--- config.mk ---
export PLATFORM = sky130hd
export DESIGN_NAME = reset_sequencer_flat
export DESIGN_NICKNAME = d
export VERILOG_FILES = /design/src/rtl/reset_sequencer_if.sv /design/src/rtl/reset_sequencer.sv /design/src/flat_wrapper.sv
export SDC_FILE = /design/constraint.sdc
export NUM_CORES = 1
export LEC_CHECK = 0
export CORE_ASPECT_RATIO = 0.75
export CORE_MARGIN = 2
export CORE_UTILIZATION = 61
export DETAILED_ROUTE_END_ITERATION = 12
export HOLD_SLACK_MARGIN = 0.06
export PLACE_DENSITY = 0.83
export SLEW_MARGIN = 20
export SYNTH_ARGS = -nofsm -noshare
export SYNTH_HDL_FRONTEND = slang
export SYNTH_SLANG_ARGS = --single-unit
export TNS_END_PERCENT = 1
--- constraint.sdc ---
create_clock -name i_clk -period 4.5 [get_ports i_clk]
set_input_delay 0.9 -clock i_clk [delete_from_list [all_inputs] [get_ports i_clk]]
set_output_delay 0.9 -clock i_clk [all_outputs]
set_load 0.02 [all_outputs]
--- src/rtl/reset_sequencer_if.sv ---
// rtl/reset_sequencer_if.sv - restart/ready inputs and reset/status outputs of reset_sequencer
interface reset_sequencer_if #(
  parameter int N_DOMAINS = 4
);
  logic                 restart;
  logic [N_DOMAINS-1:0] ready;
  logic [N_DOMAINS-1:0] resets;
  logic [3:0]           step;
  logic                 done;
  logic                 timeout;

  modport master (
    input  restart,
    input  ready,
    output resets,
    output step,
    output done,
    output timeout
  );

  modport slave (
    output restart,
    output ready,
    input  resets,
    input  step,
    input  done,
    input  timeout
  );
endinterface

--- src/rtl/reset_sequencer.sv ---
// rtl/reset_sequencer.sv - ordered LSB-first reset release with gap and ready wait; RST_SEQ_TIMEOUT_EN adds ready timeout/ERR
module reset_sequencer #(
  parameter int          N_DOMAINS     = 4,
  parameter logic [7:0]  HOLD_CYCLES   = 8'd16,
  parameter logic [31:0] STEP_DELAY    = 32'd100,
  parameter logic [31:0] READY_TIMEOUT = 32'd10000
) (
  input logic               i_clk,
  input logic               i_reset,
  reset_sequencer_if.master bus
);

  typedef enum logic [2:0] {
    S_HOLD,
    S_DELAY,
    S_WAIT,
    S_DONE
`ifdef RST_SEQ_TIMEOUT_EN
    , S_ERR
`endif
  } state_t;

  localparam logic [3:0] LAST_STEP = 4'(N_DOMAINS - 1);

  state_t               state_q, state_n;
  logic [31:0]          cnt_q, cnt_n;
  logic [N_DOMAINS-1:0] resets_q, resets_n;
  logic [3:0]           step_q, step_n;
  logic                 done_q, done_n;
  logic                 ready_sel;
`ifdef RST_SEQ_TIMEOUT_EN
  logic                 timeout_q, timeout_n;
`endif

  // Next-state, counter and output decode; restart overrides everything else
  always_comb begin
    state_n   = state_q;
    cnt_n     = (cnt_q != 32'd0) ? cnt_q - 32'd1 : 32'd0;
    resets_n  = resets_q;
    step_n    = step_q;
    done_n    = done_q;
    ready_sel = 1'b0;
`ifdef RST_SEQ_TIMEOUT_EN
    timeout_n = timeout_q;
`endif
    for (int k = 0; k < N_DOMAINS; k++) begin
      if (step_q == 4'(k)) ready_sel = bus.ready[k];
    end

    case (state_q)
      S_HOLD: begin
        if (cnt_q == 32'd0) begin
          state_n = S_DELAY;
          cnt_n   = STEP_DELAY;
        end
      end
      S_DELAY: begin
        if (cnt_q == 32'd0) begin
          for (int k = 0; k < N_DOMAINS; k++) begin
            if (step_q == 4'(k)) resets_n[k] = 1'b0;
          end
          state_n = S_WAIT;
          cnt_n   = READY_TIMEOUT;
        end
      end
      S_WAIT: begin
        if (ready_sel) begin
          if (step_q == LAST_STEP) begin
            state_n = S_DONE;
            done_n  = 1'b1;
          end else begin
            step_n  = step_q + 4'd1;
            state_n = S_DELAY;
            cnt_n   = STEP_DELAY;
          end
        end
`ifdef RST_SEQ_TIMEOUT_EN
        else if (cnt_q == 32'd0) begin
          state_n   = S_ERR;
          resets_n  = '1;
          timeout_n = 1'b1;
          done_n    = 1'b0;
        end
`endif
      end
      S_DONE: begin
        state_n = S_DONE;
      end
`ifdef RST_SEQ_TIMEOUT_EN
      S_ERR: begin
        state_n = S_ERR;
      end
`endif
      default: begin
        state_n = S_HOLD;
        cnt_n   = {24'd0, HOLD_CYCLES};
      end
    endcase

    if (bus.restart) begin
      state_n   = S_HOLD;
      cnt_n     = {24'd0, HOLD_CYCLES};
      resets_n  = '1;
      step_n    = 4'd0;
      done_n    = 1'b0;
`ifdef RST_SEQ_TIMEOUT_EN
      timeout_n = 1'b0;
`endif
    end
  end

  // State and registered outputs; board reset dominates restart
  always_ff @(posedge i_clk) begin
    if (i_reset) begin
      state_q   <= S_HOLD;
      cnt_q     <= {24'd0, HOLD_CYCLES};
      resets_q  <= '1;
      step_q    <= 4'd0;
      done_q    <= 1'b0;
`ifdef RST_SEQ_TIMEOUT_EN
      timeout_q <= 1'b0;
`endif
    end else begin
      state_q   <= state_n;
      cnt_q     <= cnt_n;
      resets_q  <= resets_n;
      step_q    <= step_n;
      done_q    <= done_n;
`ifdef RST_SEQ_TIMEOUT_EN
      timeout_q <= timeout_n;
`endif
    end
  end

  assign bus.resets  = resets_q;
  assign bus.step    = step_q;
  assign bus.done    = done_q;
`ifdef RST_SEQ_TIMEOUT_EN
  assign bus.timeout = timeout_q;
`else
  assign bus.timeout = 1'b0;
`endif

endmodule

--- src/flat_wrapper.sv ---
// flat-port wrapper written by rule: the top's interface ports become plain ports
module reset_sequencer_flat 
#(
  parameter int          N_DOMAINS     = 4,
  parameter logic [7:0]  HOLD_CYCLES   = 8'd16,
  parameter logic [31:0] STEP_DELAY    = 32'd100,
  parameter logic [31:0] READY_TIMEOUT = 32'd10000
)
  (i_clk, i_reset, bus_restart, bus_ready, bus_resets, bus_step, bus_done, bus_timeout);
  reset_sequencer_if #(.N_DOMAINS(N_DOMAINS)) bus_i ();
  input logic i_clk;
  input logic i_reset;
  input wire logic [$bits(bus_i.restart)-1:0] bus_restart;
  input wire logic [$bits(bus_i.ready)-1:0] bus_ready;
  output wire logic [$bits(bus_i.resets)-1:0] bus_resets;
  output wire logic [$bits(bus_i.step)-1:0] bus_step;
  output wire logic [$bits(bus_i.done)-1:0] bus_done;
  output wire logic [$bits(bus_i.timeout)-1:0] bus_timeout;
  assign bus_i.restart = bus_restart;
  assign bus_i.ready = bus_ready;
  assign bus_resets = bus_i.resets;
  assign bus_step = bus_i.step;
  assign bus_done = bus_i.done;
  assign bus_timeout = bus_i.timeout;
  reset_sequencer #(.N_DOMAINS(N_DOMAINS), .HOLD_CYCLES(HOLD_CYCLES), .STEP_DELAY(STEP_DELAY), .READY_TIMEOUT(READY_TIMEOUT)) u_core (.i_clk(i_clk), .i_reset(i_reset), .bus(bus_i));
endmodule
==> impl_metrics.toml <==
[die]
initial_utilization_pct = 63.3
die_area_um2 = 3900
die_w_um = 71.5
num_io_pins = 17
die_h_um = 54.6
std_cell_rows = 18
core_area_um2 = 3290

[setup_path]
cp_cell_sequence = "or4_1 -> or3_1 -> or4_4 -> nand3_2 -> nor2_1"
crit_type = "flop to flop"
arrival_ps = 3060
cp_top_family = "simple AND/OR/NAND/NOR gates"
crit_fanout = 24
cp.depth = 5
crit_path_start_kind = "flop"
cp.required_ps = 4680
slowest_delay_ps = 730
worstRegToRegCells = 5
crit_slowest_cell = "or4_4"
crit_buf_inv = 0
end_kind = "flop"

[final_layout]
multiInputGateArea_um2 = 1110
area_growth_pct = 11.7
layout_commonest_cell = "dfxtp_1"
final_cell_mix = "dfxtp_1, nor2_1, xnor2_1"
final_nets = 261
seqCellArea_um2 = 861
fill_cells = 276
antenna_cells = 0
layout-drive-gt1-share_pct = 8.84

[clock_network]
cts_made_buffers = 5
holdBufCountCts = 0
clk_latency_ps = 300
root_buffer = "clkbuf_8"
clock_sinks = 43
clkTransAtPathRegs_ps = 80
htree_num_levels = 2
postCtsSetupBuffers = 0
clock_path_buffers = 2
cts_resized = 0
cts_tree = "yes"

[yosys]
synth_top_area_cell = "dfxtp_1"
synthSimpleGateAreaFrac_pct = 29.0
async_flop_share_pct = 0
synthAdderAreaFrac_pct = 3.61
synthMuxAreaShare_pct = 0.481
netlist_area_um2 = 2080
ys_types = 40
synth_top_family_by_area = "simple AND/OR/NAND/NOR gates"
synth_edf_count = 0
yosysWarnings = 0
avgSynthCellArea_um2 = 8.75
synth_cells = 238
synth.area.top_cells = "dfxtp_1, xnor2_1, nor2_1, xor2_1, ha_1"
synth_seq_cells = 43
yosysSeqAreaShare_pct = 41.3
synth-compound-area-share_pct = 9.07
synth_top_area_share_pct = 41.3
synth_nets = 251
ys.flop_type = "dfxtp_1"
yosys.area_share.xor_xnor_pct = 10.9

[detailed_routing]
wl_met3_um = 207
firstDrtPassIters = 4
wl_met1_um = 2060
top_layer = "met4"
wl_met2_um = 1630
ant_nets = 0
drt_iter0_drc = 97
vias_per_cell = 5.63
drt_wl_total_um = 3980
dr_total_vias = 1628
wl_per_cell_um = 13.8
drc = 0

[sta]
max_freq_mhz = 347
slew_viol_final = 0
tns_ps = 0
fin_skew_ps = 2.84
maxSlewHeadroom_pct = 47.3
layout_min_cycle_time_ps = 2880
hold_slack_ps = 460
rsz0062_at_grt = "false"
worstMarginPinSlew_ps = 788
min_period_over_period_pct = 64.0
setup_viol = 0
hold_viol_final = 0

[grt]
grt_pass1_wl_um = 6630
grt_max_degree = 25
track_usage_pct = 22.7
first_global_vias = 1433
antenna_found_initial = 0
grt_remaining_overflow = 0

[worst_hold_path]
hold_path_depth = 2
hold_class = "flop to flop"

[power_and_ir_drop]
total_power_uw = 902
ir_worst_vdd_uv = 232
power_density_nw_per_um2 = 388
p_leak_uw = 0.000859

[outcome]
status = "complete, no violations"

[placed_design]
dp_hpwl_um = 2760
portBuffers = 15
gp_congestion = 0.784

[job]
drv_cap = 0
## cells in the mapped netlist (7+ instances only)
library cell and number:
dfxtp_1 43, o21ai_0 8, nand3_1 7, xor2_1 9, xnor2_1 17, nand2_1 12
a21oi_1 10, nor2_1 32, or3_1 11, nor3_1 11, nor4_1 9
## where the power goes
| group | leakage (uW) | switching, uW | internal (uW) | total, uW |
|---|---|---|---|---|
| logic | 0.000449 | 100 | 78.9 | 179 |
| registers | 0.000348 | 14.9 | 396 | 411 |
| clock network | 0.0000612 | 132 | 180 | 312 |
| total | 0.000859 | 247 | 655 | 902 |
## worst paths after layout
check / endpoint / from / slack (ps)
hold / removal: u_core.bus.resets[3]$_SDFFE_PP1P_ / u_core.bus.resets[3]$_SDFFE_PP1P_ / 460
setup reg to reg: u_core.cnt_q[25]$_SDFF_PP0_ / u_core.cnt_q[2]$_SDFF_PP0_ / 1620
setup / recovery: u_core.cnt_q[25]$_SDFF_PP0_ / u_core.cnt_q[2]$_SDFF_PP0_ / 1620
hold reg to reg: u_core.bus.resets[3]$_SDFFE_PP1P_ / u_core.bus.resets[3]$_SDFFE_PP1P_ / 460
## worst register-to-register path: stages (launching register included)
cell and delay, ps:
dfxtp_1 350, or4_1 620, or3_1 540, or4_4 730
nand3_2 410, nor2_1 110
## per-layer routing
layer	track usage (%)	up-vias
met4	11.3	0
met5	0	-
li1	-	847
met2	33.5	30
met1	31.5	743
met3	5.34	8
## state kept, by name, indices dropped and copies added, names as in the netlist
name / count
u_core.bus.done: 1
u_core.bus.resets: 4
u_core.bus.step: 4
u_core.cnt_q: 32
u_core.state_q: 2
## per-stage QoR
| stage | util, % | std cells | setup slack (ps) | area (um2) |
|---|---|---|---|---|
| after detailed placement | 67.2 | 281 | 1370 | 2210 |
| after CTS | 70.7 | 289 | 1620 | 2330 |
| after global placement | 67.2 | 281 | 1450 | 2210 |
| final | 70.7 | 289 | 1620 | 2330 |
| after floorplan | - | 238 | 2000 | 2080 |
| after global routing | 70.7 | 289 | 1430 | 2330 |
## final cells by class
cell class              instances  area share [%]
multi-input cells             175            47.7
flip-flops and latches         43            37.0
repair buffers                 17            7.10
clock buffers                   6            3.55
well taps                      40            2.15
clock inverters                 2            1.51
inverters                       6           0.968
## logic make-up (layout without fill, tap and decap cells)
group                      Yosys count  count (layout)
AOI/OAI and AO/OA                   30              30
xor gates and xnor gates            26              26
adders and majority gates            6               6
buffers and inverters               20              31
DFF                                 43              43
muxes                                1               1
other                                1               1
and+or+nand+nor                    111             111
Power figures use the tool's default switching activity.
